===== config.mk =====
export PLATFORM = sky130hd
export DESIGN_NAME = aes128_cipher_flat
export DESIGN_NICKNAME = d
export VERILOG_FILES = /design/src/rtl/aes_pkg.sv /design/src/rtl/aes128_cipher_if.sv /design/src/rtl/aes128_round.sv /design/src/rtl/aes128_cipher.sv /design/src/flat_wrapper.sv
export SDC_FILE = /design/constraint.sdc
export NUM_CORES = 2
export LEC_CHECK = 0
export ABC_AREA = 0
export CAP_MARGIN = 20
export CELL_PAD_IN_SITES_DETAIL_PLACEMENT = 1
export CELL_PAD_IN_SITES_GLOBAL_PLACEMENT = 1
export CORE_AREA = 2 2 647 649
export CTS_CLUSTER_DIAMETER = 100
export CTS_CLUSTER_SIZE = 20
export DETAILED_ROUTE_END_ITERATION = 12
export DIE_AREA = 0 0 649 651
export GPL_TIMING_DRIVEN = 0
export PLACE_DENSITY = 0.61
export SKIP_CTS_REPAIR_TIMING = 1
export SLEW_MARGIN = 20
export SYNTH_ARGS = -nofsm -noshare
export SYNTH_HDL_FRONTEND = slang
export SYNTH_SLANG_ARGS = --single-unit

===== constraint.sdc =====
create_clock -name clk -period 19.6 [get_ports clk]
set_clock_uncertainty 0.1 [all_clocks]
set_input_delay 3.92 -clock clk [delete_from_list [all_inputs] [get_ports clk]]
set_output_delay 3.92 -clock clk [all_outputs]
set_load 0.005 [all_outputs]

===== src/rtl/aes_pkg.sv =====
// Shared AES-128 definitions: widths, round count, S-box, GF(2^8) helpers
// and state-byte to bus-bit mapping helpers.
package aes_pkg;

  localparam int unsigned NR          = 10;
  localparam int unsigned BLOCK_W     = 128;
  localparam int unsigned KEY_SCHED_W = BLOCK_W * (NR + 1);
  localparam int unsigned ROUND_W     = 4;

  typedef enum logic {
    PH_IDLE = 1'b0,
    PH_RUN  = 1'b1
  } phase_t;

  // Standard AES S-box; entry 0x00 sits in the top byte.
  localparam logic [2047:0] SBOX = {
    128'h637c777bf26b6fc53001672bfed7ab76,
    128'hca82c97dfa5947f0add4a2af9ca472c0,
    128'hb7fd9326363ff7cc34a5e5f171d83115,
    128'h04c723c31896059a071280e2eb27b275,
    128'h09832c1a1b6e5aa0523bd6b329e32f84,
    128'h53d100ed20fcb15b6acbbe394a4c58cf,
    128'hd0efaafb434d338545f9027f503c9fa8,
    128'h51a3408f929d38f5bcb6da2110fff3d2,
    128'hcd0c13ec5f974417c4a77e3d645d1973,
    128'h60814fdc222a908846eeb814de5e0bdb,
    128'he0323a0a4906245cc2d3ac629195e479,
    128'he7c8376d8dd54ea96c56f4ea657aae08,
    128'hba78252e1ca6b4c6e8dd741f4bbd8b8a,
    128'h703eb5664803f60e613557b986c11d9e,
    128'he1f8981169d98e949b1e87e9ce5528df,
    128'h8ca1890dbfe6426841992d0fb054bb16
  };

  function automatic logic [7:0] sbox(input logic [7:0] b);
    return SBOX[2047 - 8 * 32'(b) -: 8];
  endfunction

  // Multiply by x modulo 0x11B.
  function automatic logic [7:0] xtime(input logic [7:0] b);
    return {b[6:0], 1'b0} ^ (b[7] ? 8'h1b : 8'h00);
  endfunction

  function automatic logic [7:0] gf_mul2(input logic [7:0] b);
    return xtime(b);
  endfunction

  function automatic logic [7:0] gf_mul3(input logic [7:0] b);
    return xtime(b) ^ b;
  endfunction

  // MSB position of state byte s(r,c) within a 128-bit bus.
  function automatic int unsigned byte_msb(input int unsigned r, input int unsigned c);
    return 127 - 8 * (4 * c + r);
  endfunction

  // Round key k out of the expanded schedule; key 0 is the top slice.
  function automatic logic [127:0] round_key(input logic [KEY_SCHED_W-1:0] w,
                                             input int unsigned k);
    return w[KEY_SCHED_W - 1 - BLOCK_W * k -: BLOCK_W];
  endfunction

endpackage


===== src/rtl/aes128_cipher_if.sv =====
// Request/response bundle of the AES-128 core.
//   start : one-cycle encrypt request      in   : plaintext block
//   word  : expanded key schedule (11 keys) out  : ciphertext (held)
//   busy  : block in progress              done : one-cycle completion pulse
interface aes128_cipher_if;
  import aes_pkg::*;

  logic                   start;
  logic [BLOCK_W-1:0]     in;
  logic [KEY_SCHED_W-1:0] word;
  logic [BLOCK_W-1:0]     out;
  logic                   busy;
  logic                   done;

  modport master (output start, in, word, input out, busy, done);
  modport slave  (input start, in, word, output out, busy, done);
endinterface


===== src/rtl/aes128_round.sv =====
// One combinational AES round: SubBytes, ShiftRows, optional MixColumns,
// AddRoundKey.
//   state       : current state        round_key  : key for this round
//   final_round : skip MixColumns      next_state : round result
module aes128_round
  import aes_pkg::*;
(
  input  logic [BLOCK_W-1:0] state,
  input  logic [BLOCK_W-1:0] round_key,
  input  logic               final_round,
  output logic [BLOCK_W-1:0] next_state
);

  logic [BLOCK_W-1:0] shifted;
  logic [BLOCK_W-1:0] mixed;

  // SubBytes fused with ShiftRows: s'(r,c) = S(s(r, c+r mod 4)).
  always_comb begin
    shifted = '0;
    for (int unsigned c = 0; c < 4; c++) begin
      for (int unsigned r = 0; r < 4; r++) begin
        shifted[byte_msb(r, c) -: 8] = sbox(state[byte_msb(r, (c + r) % 4) -: 8]);
      end
    end
  end

  // MixColumns with the [02 03 01 01] circulant.
  always_comb begin
    logic [7:0] a0, a1, a2, a3;
    mixed = '0;
    a0 = '0; a1 = '0; a2 = '0; a3 = '0;
    for (int unsigned c = 0; c < 4; c++) begin
      a0 = shifted[byte_msb(0, c) -: 8];
      a1 = shifted[byte_msb(1, c) -: 8];
      a2 = shifted[byte_msb(2, c) -: 8];
      a3 = shifted[byte_msb(3, c) -: 8];
      mixed[127 - 32 * c -: 32] = {
        gf_mul2(a0) ^ gf_mul3(a1) ^ a2 ^ a3,
        a0 ^ gf_mul2(a1) ^ gf_mul3(a2) ^ a3,
        a0 ^ a1 ^ gf_mul2(a2) ^ gf_mul3(a3),
        gf_mul3(a0) ^ a1 ^ a2 ^ gf_mul2(a3)
      };
    end
  end

  assign next_state = (final_round ? shifted : mixed) ^ round_key;

endmodule


===== src/rtl/aes128_cipher.sv =====
// Iterative AES-128 encryption core, one round per clock, using an
// externally supplied expanded key schedule.
//   clk : rising-edge clock    rst : asynchronous active-high reset
//   bus : request/response bundle (slave side)
module aes128_cipher
  import aes_pkg::*;
(
  input  logic             clk,
  input  logic             rst,
  aes128_cipher_if.slave   bus
);

  phase_t             phase;
  logic [BLOCK_W-1:0] state;
  logic [ROUND_W-1:0] round;
  logic [BLOCK_W-1:0] key_sel;
  logic [BLOCK_W-1:0] next_state;
  logic               final_round;

  // Round counter doubles as key index; it is 0 while idle, so the same mux
  // supplies the initial AddRoundKey key.
  assign key_sel     = round_key(bus.word, 32'(round));
  assign final_round = (round == ROUND_W'(NR));

  aes128_round u_round (
    .state       (state),
    .round_key   (key_sel),
    .final_round (final_round),
    .next_state  (next_state)
  );

  // Control, state register and registered outputs.
  always_ff @(posedge clk or posedge rst) begin
    if (rst) begin
      phase    <= PH_IDLE;
      state    <= '0;
      round    <= '0;
      bus.busy <= 1'b0;
      bus.done <= 1'b0;
      bus.out  <= '0;
    end else begin
      bus.done <= 1'b0;
      case (phase)
        PH_IDLE: begin
          if (bus.start) begin
            state    <= bus.in ^ key_sel;
            round    <= ROUND_W'(1);
            bus.busy <= 1'b1;
            phase    <= PH_RUN;
          end
        end
        PH_RUN: begin
          if (final_round) begin
            bus.out  <= next_state;
            bus.done <= 1'b1;
            bus.busy <= 1'b0;
            round    <= '0;
            phase    <= PH_IDLE;
          end else begin
            state <= next_state;
            round <= round + ROUND_W'(1);
          end
        end
        default: phase <= PH_IDLE;
      endcase
    end
  end

endmodule


===== src/flat_wrapper.sv =====
// flat-port wrapper written by rule: the top's interface ports become plain ports
module aes128_cipher_flat import aes_pkg::*;
  (clk, rst, bus_start, bus_in, bus_word, bus_out, bus_busy, bus_done);
  aes128_cipher_if bus_i ();
  input  logic clk;
  input  logic rst;
  input wire logic [$bits(bus_i.start)-1:0] bus_start;
  input wire logic [$bits(bus_i.in)-1:0] bus_in;
  input wire logic [$bits(bus_i.word)-1:0] bus_word;
  output wire logic [$bits(bus_i.out)-1:0] bus_out;
  output wire logic [$bits(bus_i.busy)-1:0] bus_busy;
  output wire logic [$bits(bus_i.done)-1:0] bus_done;
  assign bus_i.start = bus_start;
  assign bus_i.in = bus_in;
  assign bus_i.word = bus_word;
  assign bus_out = bus_i.out;
  assign bus_busy = bus_i.busy;
  assign bus_done = bus_i.done;
  aes128_cipher u_core (.clk(clk), .rst(rst), .bus(bus_i));
endmodule

# Word level (Yosys, flattened, before mapping)

Cells that the tools add are included.

Register bits: 263
Bits in latches: 0
Memory bits (writable): 0
Bits in read-only memories: 0
Input port bits: 1,539
Output and inout bits: 130
Logic and storage cells: 162
Memories kept: 0

Add/subtract/negate cells: 18
$mul: 0
Div/mod/pow operators: 0
Magnitude comparators: 0
Equality and inequality tests: 4
Shift-type cells: 17
Multiplexer cells: 31
Bitwise gates (word level): 83
Reduce and logical (&&, ||, !) cells: 3

Operator list:

| cell                                                          | number |
|---|---|
| indexed part select 2055 x 33 -> 8 bit (first input constant) | 16 |
| indexed part select 1535 x 33 -> 128 bit                      | 1 |
| bitwise XOR 8 bit                                             | 64 |
| two-way mux 128 bit                                           | 3 |
| case mux 128 bit (2 select lines)                             | 1 |
| bitwise XOR 128 bit                                           | 2 |
| subtractor 11 x 11 -> 12 bit (first input constant)           | 17 |
| bitwise XOR 8 x 5 -> 8 bit                                    | 16 |
| two-way mux 5 bit                                             | 16 |
| two-way mux 4 bit                                             | 2 |
| case mux 4 bit (2 select lines)                               | 1 |
| two-way mux 1 bit                                             | 6 |
| != test 2 bit (second input constant)                         | 3 |
| AND reduction 2 bit                                           | 3 |
| adder 4 x 1 -> 4 bit (second input constant)                  | 1 |
| == test 4 bit (second input constant)                         | 1 |
| case mux 1 bit (2 select lines)                               | 2 |
| inverter 1 bit                                                | 1 |

# Longest topological paths before layout

Depth in word-level cells: 12
Gate-level depth with buffers: 22
Mapped depth without buffers: 13

# Cells and area by module

From an unflattened synthesis, not the netlist that was laid out.

Cell total of the unflattened synthesis: 12,921
Area, all modules: 88,134.5 µm²

Modules (own cells, without submodules):

| module        | instances | cells an instance | area each (µm²) | seq. area each (µm²) |
|---|---|---|---|---|
| aes128_round  | 1         | 9,569             | 59,427.0        | 0.0 |
| aes128_cipher | 1         | 3,352             | 28,707.5        | 6,581.3 |

# Worst setup path before layout

No wires, ideal clock.

Kind: input to register
Start: in bus_word[427]
End: reg u_core.state[43]
Setup time: 0.134 ns
Arrival: 5.607 ns
Data required time: 19.366 ns
Path slack: 13.759 ns
Stages: 8
Path buffers: 0
Cell sequence: mux4_2 nand2_1 a21oi_1 o21ai_0 xor3_1 xnor3_1 nor2_1 o22ai_1

Longest elaborated chain between the ends: 4
Elaborated cells on any way between the ends: 6
Classes of those cells: 1 x shift; 3 x mux; 2 x bitwise

RTL lines:

| element                                    | line                                     | RTL |
|---|---|---|
| start, declared                            | flat_wrapper.sv:9                        | `input wire logic [$bits(bus_i.word)-1:0] bus_word;` |
| indexed part select 1535 x 33 -> 128 bit * | aes_pkg.sv:60                            | `return w[KEY_SCHED_W - 1 - BLOCK_W * k -: BLOCK_W];` |
| bitwise XOR 128 bit (on tied branches)     | aes128_round.sv:46, aes128_cipher.sv:46  |  |
| two-way mux 128 bit (on tied branches)     | aes128_cipher.sv:53, aes128_cipher.sv:45 |  |
| case mux 128 bit (2 select lines) *        | aes128_cipher.sv:43                      | `case (phase)` |
| end signal, assigned                       | aes128_cipher.sv:46                      | `state <= bus.in ^ key_sel;` |
| end signal, assigned                       | aes128_cipher.sv:60                      | `state <= next_state;` |
| end, declared                              | aes128_cipher.sv:14                      | `logic [BLOCK_W-1:0] state;` |

Every way passes the cells marked *; elsewhere a longest branch is shown, timed or not. The select of a mux whose other input is x is not followed.
A chain may end at the register's enable or synchronous reset.

# Worst setup path in the final report

Start: reg u_core.round[0]
End: reg u_core.state[2]

Longest elaborated chain between the ends: 5
Elaborated cells on any way between the ends: 11
Classes of those cells: 1 x add/sub; 2 x eq/ne; 1 x shift; 4 x mux; 2 x bitwise; 1 x reduce/logical

RTL lines:

| element                                                                         | line                                     | RTL |
|---|---|---|
| start, declared                                                                 | aes128_cipher.sv:15                      | `logic [ROUND_W-1:0] round;` |
| start signal, assigned                                                          | aes128_cipher.sv:61                      | `round <= round + ROUND_W'(1);` |
| subtractor 11 x 11 -> 12 bit or == test 4 bit (tied branches)                   | aes_pkg.sv:60, aes128_cipher.sv:23       |  |
| indexed part select 1535 x 33 -> 128 bit or two-way mux 128 bit (tied branches) | aes_pkg.sv:60, aes128_round.sv:46        |  |
| bitwise XOR 128 bit (on tied branches)                                          | aes128_round.sv:46, aes128_cipher.sv:46  |  |
| two-way mux 128 bit (on tied branches)                                          | aes128_cipher.sv:53, aes128_cipher.sv:45 |  |
| case mux 128 bit (2 select lines)                                               | aes128_cipher.sv:43                      |  |

Several ways; a longest one is shown, not always the timed one. The select of a mux whose other input is x is not followed.

==> out/metrics.yaml <==
synth:
  syn_nets: 13486
  synthesis.area_um2: 82100
  yosys-top-cells-area: "mux4_2 (12%), dfrtp_1 (8.0%), o21ai_0 (7.1%)"
  synth_edf_count: 0
  ys.flop_type: "dfrtp_1"
  synthDistinctLibCells: 112
  seq_area_frac_synth_pct: 8.02
  async_reset_ff_share_pct: 100
  synth-seq-cells: 263
  synth_warnings: 0
  avgSynthCellArea_um2: 7.01
  synth.cells.most_frequent: "nand2_1 (1163), o21ai_0 (1160), a21oi_1 (1122)"
  synth_top_area_cell: "mux4_2"
  synthCells: 11713
  synth_top_area_share_pct: 11.8
  yosysMostFrequentCell: "nand2_1"
sta:
  period_needed_ns: 11.02
  post-route-period-util_pct: 56.2
  slew_headroom_pct: 9.63
  tns_ns: 0
  finalMaxSlewViolations: 0
  clock.fmax_ghz: 0.0908
  hold_viol: 0
  rsz0062_at_grt: "false"
  tightest_slew_ns: 1.35
  setup_viol_count_final: 0
worst_hold_path:
  hold_path_class: "reg -> reg"
floorplanning:
  ios: 1669
  rows: 237
  start_util_pct: 19.8
  die_w_um: 649
  die_h_um: 651
  core_area_um2: 415000
  dieArea_um2: 422000
job:
  max_cap_violations: 0
cells_and_area:
  fillCellCount: 50463
  stdcell_count: 19419
  layout.area.seq_um2: 6580
  fin_area_um2: 111000
  area.growth.synth_to_final_pct: 35.0
  drive_above_1_share_pct: 11.2
  fin_nets: 15334
  multi_input_area_um2: 69500
clocking:
  cts_tree: "done"
  clock_latency_ns: 0.79
  clk_pin_slew_worst_paths_ns: 0.09
  h-tree-depth: 1
  clockBufferDepth: 3
  root_buffer: "clkbuf_16"
  numCtsBuffers: 29
  cts_sinks: 263
routing:
  drt_iter0_drc: 19273
  wire_per_inst_um: 53.4
  antenna_left: 0
  wl_mm: 1040
  dr.pass1.iters: 9
  vias: 125774
  vias_per_cell: 6.48
  drc: 0
worst_setup_path:
  max_stage_delay_ns: 0.89
  critPathTopFamily: "buffers and inverters"
  worstPathMaxFanout: 10
  crit_slowest_cell: "buf_2"
  critPathCaptureType: "register"
  worstPathArrival_ns: 11.51
  required_ns: 20.10
  worst-path-buf-inv: 13
  cp-start-kind: "register"
  crit_type: "reg -> reg"
  worstPathCellList: "buf_2 -> buf_2 -> buf_4 -> clkbuf_2 -> clkbuf_1 -> clkbuf_2 -> inv_1 -> ha_1 -> buf_2 -> buf_2 -> buf_2 -> clkbuf_4 -> clkbuf_2 -> buf_1 -> mux2i_1 -> nor2_1 -> a21oi_1 -> nor3_1 -> o21ai_1 -> xor2_1 -> o21ai_1"
  cpMostUsedCell: "buf_2"
placement:
  placed_cells: 19023
  portBuffers: 1667
  placed_area_um2: 109000
  hpwl_mm: 862
  gp_congestion: 1.11
global_routing:
  grt_pass1_wl_mm: 1310
  grt-ovfl-total: 0
  antenna_found_initial: 408
  grtUsageTotal_pct: 46.7
  grt_pass1_vias: 118052
  grt_max_degree: 84
status:
  status: "finished clean"
-- per-layer routing --
layer,GRT usage (%),share of wire (%),vias to the layer above
li1,-,-,47996
met1,55.6,37,64283
met2,66.0,40,10676
met3,18.3,12,2651
met4,37.8,9.8,168
met5,0,0.12,-
-- path summary, 6_finish.rpt --
check | from | to | slack (ns) | depth (start not counted)
worst max register to register | u_core.round[0] | u_core.state[2] | 8.58 | 21
worst min-delay path | u_core.bus.out[44] | u_core.bus.out[44] | 0.39 | 2
worst min register to register | u_core.bus.out[44] | u_core.bus.out[44] | 0.39 | 2
worst max-delay path | u_core.round[0] | u_core.state[2] | 8.58 | 21
max in group asynchronous | rst | u_core.bus.out[37] | 14.61 | 5
min in group asynchronous | rst | u_core.state[99] | 3.58 | 3
-- area by class of cell --
| class | instances | area share (%) |
|---|---|---|
| multi-input cells | 9931 | 62.8 |
| repair buffers | 1817 | 17.4 |
| well taps | 5497 | 6.21 |
| flip-flops and latches | 263 | 5.94 |
| plain buffers | 1347 | 5.41 |
| diodes | 341 | 0.770 |
| clock buffers | 30 | 0.658 |
| inverters | 172 | 0.590 |
| clock inverters | 21 | 0.290 |
-- kinds of logic (layout without fill, tap and decap cells) --
| logic type | count (synthesis) | after routing | synth area share (%) |
|---|---|---|---|
| xor gates and xnor gates | 807 | 807 | 9.11 |
| muxes | 664 | 664 | 14.7 |
| buffers and inverters | 1519 | 3387 | 7.91 |
| DFF | 263 | 263 | 8.02 |
| other | 0 | 341 | 0 |
| AOI/OAI and AO/OA | 4327 | 4327 | 34.0 |
| and+or+nand+nor | 3897 | 3897 | 22.7 |
| adders and majority gates | 236 | 236 | 3.59 |
-- cell usage in the layout, fill, tap and decap left out, drive strengths merged, types with 332 or more instances in the layout --
| cell | n |
|---|---|
| nand2b | 332 |
| nor3 | 458 |
| o21ai | 1189 |
| clkdlybuf4s50 | 1667 |
| diode | 341 |
| clkbuf | 738 |
| buf | 789 |
| xnor2 | 563 |
| nor2 | 843 |
| a21oi | 1125 |
| nand2 | 1163 |
| mux4 | 431 |
-- through the flow --
step	hold slack (ns)	setup WS, ns	util (%)
floorplan	0.373	8.34	-
global placement	0.364	2.08	25.4
detailed placement	0.369	9.14	26.2
CTS	0.390	9.13	26.4
global route	0.412	8.93	26.6
finish	0.386	8.58	26.7
-- worst min-delay path, delay by kind of cell (launching register included) --
kind | cells | cell delay [ns]
DFF | 1 | 0.35
AOI/OAI and AO/OA | 1 | 0.06
and+or+nand+nor | 1 | 0.05
-- sequential cells by signal (all words and copies together), names as in the netlist --
| register | count |
|---|---|
| u_core.state | 128 |
| u_core.bus.done | 1 |
| u_core.phase | 1 |
| u_core.bus.busy | 1 |
| u_core.bus.out | 128 |
| u_core.round | 4 |
Power is not shown: default switching activity piles up to over one toggle a cycle in this logic, so the estimate is an artifact.
